$ cat src/rtl/handshake_op_stage.sv
`default_nettype none
// ============================================================================
// Module   : handshake_op_stage
// Purpose  : 4-phase req/ack datapath stage. It applies PASS/ADD/SUB/NEG to
//            each left word and queues {ovf, result} in a DEPTH-entry FIFO for
//            the right handshake. Define HANDSHAKE_OP_SYNC_EN to add 2-flop
//            synchronizers on req_l/ack_r.
// Revision : 1.0 - initial clocked release
// ============================================================================
module handshake_op_stage #(
    parameter int              WIDTH = 8,
    parameter int              DEPTH = 2,
    parameter logic [WIDTH-1:0] INC  = WIDTH'(1)
) (
    input  logic                         clk,
    input  logic                         rst_n,
    input  logic                         req_l,
    output logic                         ack_l,
    input  logic [WIDTH-1:0]             input_pins,
    input  logic [1:0]                   op,
    output logic                         req_r,
    input  logic                         ack_r,
    output logic [WIDTH-1:0]             output_pins,
    output logic                         ovf_r,
    output logic [$clog2(DEPTH+1)-1:0]   count
);

    localparam int CW = $clog2(DEPTH + 1);
    localparam int PW = (DEPTH > 1) ? $clog2(DEPTH) : 1;

    localparam logic [CW-1:0] c_DEPTH = CW'(DEPTH);
    localparam logic [PW-1:0] c_LAST  = PW'(DEPTH - 1);

    localparam logic [1:0] c_OP_ADD = 2'b01;
    localparam logic [1:0] c_OP_SUB = 2'b10;
    localparam logic [1:0] c_OP_NEG = 2'b11;

    localparam logic [0:0] c_L_IDLE = 1'b0;
    localparam logic [0:0] c_L_ACK  = 1'b1;

    localparam logic [1:0] c_R_IDLE = 2'd0;
    localparam logic [1:0] c_R_REQ  = 2'd1;
    localparam logic [1:0] c_R_WAIT = 2'd2;

    logic             w_req_l;
    logic             w_ack_r;
    logic [0:0]       r_lstate;
    logic [1:0]       r_rstate;
    logic [CW-1:0]    r_count;
    logic [PW-1:0]    r_wptr;
    logic [PW-1:0]    r_rptr;
    logic [WIDTH:0]   r_mem [DEPTH];
    logic [WIDTH-1:0] r_out;
    logic             r_ovf;

    logic [WIDTH:0]   w_sum;
    logic [WIDTH:0]   w_diff;
    logic [WIDTH-1:0] w_result;
    logic             w_ovf;
    logic [WIDTH:0]   w_head;
    logic             w_push;
    logic             w_pop;
    logic             w_load;

`ifdef HANDSHAKE_OP_SYNC_EN
    logic [1:0] r_req_l_sync;
    logic [1:0] r_ack_r_sync;

    always_ff @(posedge clk or negedge rst_n) begin
        if (!rst_n) begin
            r_req_l_sync <= 2'b00;
            r_ack_r_sync <= 2'b00;
        end else begin
            r_req_l_sync <= {r_req_l_sync[0], req_l};
            r_ack_r_sync <= {r_ack_r_sync[0], ack_r};
        end
    end

    assign w_req_l = r_req_l_sync[1];
    assign w_ack_r = r_ack_r_sync[1];
`else
    assign w_req_l = req_l;
    assign w_ack_r = ack_r;
`endif

    // Extra MSB captures carry (ADD) or borrow (SUB).
    assign w_sum  = {1'b0, input_pins} + {1'b0, INC};
    assign w_diff = {1'b0, input_pins} - {1'b0, INC};

    always_comb begin
        w_result = input_pins;
        w_ovf    = 1'b0;
        case (op)
            c_OP_ADD: begin
                w_result = w_sum[WIDTH-1:0];
                w_ovf    = w_sum[WIDTH];
            end
            c_OP_SUB: begin
                w_result = w_diff[WIDTH-1:0];
                w_ovf    = w_diff[WIDTH];
            end
            c_OP_NEG: begin
                w_result = (~input_pins) + WIDTH'(1);
                w_ovf    = |input_pins;
            end
            default: ;
        endcase
    end

    // Fullness is judged on the pre-edge count, so a same-edge pop never frees a slot.
    assign w_push = (r_lstate == c_L_IDLE) && w_req_l && (r_count < c_DEPTH);
    assign w_load = (r_rstate == c_R_IDLE) && (r_count != '0) && !w_ack_r;
    assign w_pop  = (r_rstate == c_R_REQ) && w_ack_r;
    assign w_head = r_mem[r_rptr];

    always_ff @(posedge clk or negedge rst_n) begin
        if (!rst_n) begin
            r_lstate <= c_L_IDLE;
        end else begin
            case (r_lstate)
                c_L_IDLE: if (w_push)   r_lstate <= c_L_ACK;
                c_L_ACK:  if (!w_req_l) r_lstate <= c_L_IDLE;
                default:                r_lstate <= c_L_IDLE;
            endcase
        end
    end

    always_ff @(posedge clk or negedge rst_n) begin
        if (!rst_n) begin
            r_rstate <= c_R_IDLE;
            r_out    <= '0;
            r_ovf    <= 1'b0;
        end else begin
            case (r_rstate)
                c_R_IDLE: begin
                    if (w_load) begin
                        r_rstate <= c_R_REQ;
                        r_out    <= w_head[WIDTH-1:0];
                        r_ovf    <= w_head[WIDTH];
                    end
                end
                c_R_REQ:  if (w_ack_r)  r_rstate <= c_R_WAIT;
                c_R_WAIT: if (!w_ack_r) r_rstate <= c_R_IDLE;
                default:                r_rstate <= c_R_IDLE;
            endcase
        end
    end

    always_ff @(posedge clk or negedge rst_n) begin
        if (!rst_n) begin
            r_count <= '0;
            r_wptr  <= '0;
            r_rptr  <= '0;
        end else begin
            if (w_push) r_wptr <= (r_wptr == c_LAST) ? '0 : r_wptr + PW'(1);
            if (w_pop)  r_rptr <= (r_rptr == c_LAST) ? '0 : r_rptr + PW'(1);
            case ({w_push, w_pop})
                2'b10:   r_count <= r_count + CW'(1);
                2'b01:   r_count <= r_count - CW'(1);
                default: ;
            endcase
        end
    end

    // Storage needs no reset: entries are only read after being written.
    always_ff @(posedge clk) begin
        if (w_push) r_mem[r_wptr] <= {w_ovf, w_result};
    end

    assign ack_l       = (r_lstate == c_L_ACK);
    assign req_r       = (r_rstate == c_R_REQ);
    assign output_pins = r_out;
    assign ovf_r       = r_ovf;
    assign count       = r_count;

endmodule
`default_nettype wire

$ cat config.mk
export PLATFORM = sky130hd
export DESIGN_NAME = handshake_op_stage
export DESIGN_NICKNAME = d
export VERILOG_FILES = /design/src/rtl/handshake_op_stage.sv
export SDC_FILE = /design/constraint.sdc
export NUM_CORES = 1
export LEC_CHECK = 0
export BUFFER_PORTS_ARGS = -buffer_cell sky130_fd_sc_hd__clkbuf_2
export CORE_ASPECT_RATIO = 2
export CORE_UTILIZATION = 45
export DETAILED_ROUTE_END_ITERATION = 16
export PLACE_DENSITY_LB_ADDON = 0.08
export SYNTH_ARGS = -nofsm -noshare
export SYNTH_HDL_FRONTEND = slang
export SYNTH_SLANG_ARGS = --single-unit
$ cat constraint.sdc
create_clock -name clk -period 2 [get_ports clk]
set_input_delay 0.3 -clock clk [delete_from_list [all_inputs] [get_ports clk]]
set_output_delay 0.3 -clock clk [all_outputs]
set_load 0.005 [all_outputs]
==> summary.md <==
| Metric | Value |
|---|---|
| Critical path origin | input_pins[4] |
| Most frequent cell after synthesis | edfxtp_1 |
| Die ar. | 3910 µm² |
| Failing checks | design-rule violations |
| Max Slew Vio Count | 0 |
| Root buf cell | clkbuf_8 |
| Crit. End Element | flip-flop |
| Final hold viol count | 0 |
| Clk_skew | 0.00352 ns |
| Area after DPL | 1860 µm² |
| TNS Setup | 0 ns |
| # IOs | 27 |
| Switching power of the nets | 713 µW |
| Synthesis-to-layout area growth | 19.2% |
| Synth cell count leaders | edfxtp_1, dfrtp_1, nor2_1, a21oi_1, mux2i_1 |
| Post-Syn Nets | 157 |
| RR Endpoint | count[1] |
| Port bufs | 26 |
| Clk pwr share | 20.7% |
| DRT antenna net count | 0 |
| Synthesized area per cell | 11.7 µm² |
| Post-synthesis sequential area ratio | 57.4% |
| CP Class | in -> reg |
| #FFs+latches synth | 34 |
| Synth top area share | 33.0% |
| Worst vdd ir | 0.457 mV |
| Primary FF master, synth | edfxtp_1 |
| Hold Slack | 0.247 ns |
| Synth unique cells | 38 |
| Yosys Warn Count | 0 |
| Measured slew at the worst slew-check pin | 0.550 ns |
| Clock Sinks | 34 |
| Starting density of the core | 48.0% |
| Setup WS pre-CTS | 0.00760 ns |
| Worst-path clk slew | 0.06 ns |
| Max Cap Viol | 0 |
| CP endpoint | r_mem[0][8] |
| Final #Nets | 193 |
| Min-delay worst type | in -> reg |
| Total track usage | 17.8% |
| Period utilization | 85.9% |
| Lkg Pwr | 0.000816 µW |
| CTS buffer count | 5 |
| Die width | 44.7 µm |
| Rel. slew slack | 63.3% |
| Internal power | 1520 µW |
| Crit-path max cell delay | 0.55 ns |
| Fillers | 297 |
| Status | complete, but fails checks |
| Reg2reg setup slack | 0.56 ns |
| Mapped Cells | 140 |
| Startpoint Class | input port |
| Crit path time final | 1.72 ns |
| Cell taking the most area after synthesis | edfxtp_1 |
| Worst-path cell chain | clkbuf_2 > or4_4 > or4b_1 > a32oi_1 > o22ai_1 |
| Antenna violations before repair | 0 |
| Slowest CP cell | or4_4 |
| Core Util, Final | 57.3% |
| Vias/cell | 5.24 |
| RD Place Congestion | 0.783 |
| Cell Area, Synth | 1640 µm² |
| DR DRC count | 1 |
| Vias in the first global route | 1145 |
| Via count | 1180 |
| First-pass GRT wire length | 4.94 mm |
| Final setup vio count | 0 |
| Final wirelength | 3.14 mm |
| ANT cells | 0 |
| CP max FO | 5 |
| Wire per inst | 13.9 µm |
| EDFF count, synth | 18 |
| Longest Clk Path Bufs | 2 |
| Pwr dens | 1140 nW/µm² |
| Clk Latency, worst-skew pair | 0.28 ns |
| Ranking of synthesized cells by area | edfxtp_1, dfrtp_1, mux2i_1, a21oi_1, xnor2_1 |
| Design Area, Final | 1960 µm² |
| WP data arrival | 1.73 ns |
| Site Rows | 30 |
| Post-CTS resize count | 0 |
| Reg2Reg Depth | 5 |
| R2R Path Start | count[1] |
| Final WS setup | 0.283 ns |
| Share of cells above drive strength 1 | 24.9% |
| Seq pwr share | 50.4% |
| Required time worst endpoint | 2.01 ns |
| DR pass1 iterations | 10 |
| CTS tree | yes |
| Async set or reset register ratio after synthesis | 47.1% |
| Gate power share | 29.0% |
| Largest net degree at the start of global routing | 19 |
| Grt ovf | 0 |
| Switching Share | 31.9% |
| Unrepaired setup endpoints after global routing | false |
| Die Height | 87.4 µm |
| Peak Freq | 582 MHz |
| DP HPWL | 2.45 mm |
| H-tree levels | 2 |
| DRT iter0 DRCs | 18 |
| Total core area | 3420 µm² |
cells by family after synthesis:
group | synth area share, %
AO/OA/AOI/OAI | 11.8
XOR/XNOR | 6.94
adder cells (fa/ha/maj) | 2.29
buffers and inverters | 2.52
flip-flops | 57.4
multiplexers | 6.10
AND/OR/NAND/NOR | 13.0
routing by layer:
metal / GRT usage, % / vias up / part of all wire [%]
li1: - / 579 / -
met1: 14.8 / 571 / 34
met2: 36.1 / 28 / 62
met3: 3.73 / 2 / 2.9
met4: 8.26 / 0 / 0.86
met5: 0 / - / 0
power groups by stage:
stage / sequential (µW) / clock (µW) / combinational [µW]
floorplan: 1080 / 0 / 428
global placement: 1120 / 0 / 625
detailed placement: 1140 / 0 / 647
CTS: 1130 / 480 / 655
global route: 1150 / 504 / 727
finish: 1130 / 462 / 647
through the flow:
| step | cells | total power [µW] |
|---|---|---|
| detailed placement | 216 | 1790 |
| floorplan | 140 | 1510 |
| finish | 225 | 2230 |
| CTS | 225 | 2260 |
| global route | 225 | 2380 |
| global placement | 216 | 1750 |
sequential cells by signal (all words and copies together) (netlist names):
| signal | count |
|---|---|
| r_mem | 18 |
| count | 2 |
| r_wptr | 1 |
| ack_l | 1 |
| ovf_r | 1 |
| r_rstate | 2 |
| output_pins | 8 |
| r_rptr | 1 |
placed cells by master, fill, tap and decap left out, drive strengths merged, types with 5 or more instances in the layout:
cell	count
xor2	6
buf	7
a21oi	14
o21ai	5
xnor2	7
edfxtp	18
clkbuf	32
mux2i	10
inv	6
dfrtp	16
nor2	16
how the worst min path moves through the flow:
stage	start	to	slack, ns	cells after the start
2_1_floorplan	rst_n	ack_l	0.004	0
3_3_place_gp	rst_n	output_pins[6]	0.24	1
3_5_place_dp	rst_n	output_pins[4]	0.24	1
4_1_cts	ack_r	r_rstate[0]	0.24	2
5_1_grt	ack_r	r_rstate[0]	0.26	2
6_report	ack_r	r_rstate[0]	0.25	2
cell type report:
| cell class | count | area (µm²) | share of cell area (%) |
|---|---|---|---|
| clock inverter | 2 | 8.76 | 0.448 |
| tap | 48 | 60.1 | 3.07 |
| clock buffer | 6 | 72.6 | 3.71 |
| sequential | 34 | 941 | 48.1 |
| inverter | 6 | 22.5 | 1.15 |
| multi-input combinational | 95 | 658 | 33.7 |
| timing repair buffer | 34 | 193 | 9.85 |
timing repair:
action / CTS / global route
hold buffers: 1 / 0
hold endpoints to repair: 16 / 0
buffers inserted: 0 / 0
endpoints found under the setup margin: 0 / 0
critical path: cells and delay by family:
kind	cells	cell delay, ns
AO/OA/AOI/OAI	2	0.29
buffers and inverters	1	0.09
AND/OR/NAND/NOR	2	1.05
Power figures use the tool's default switching activity.
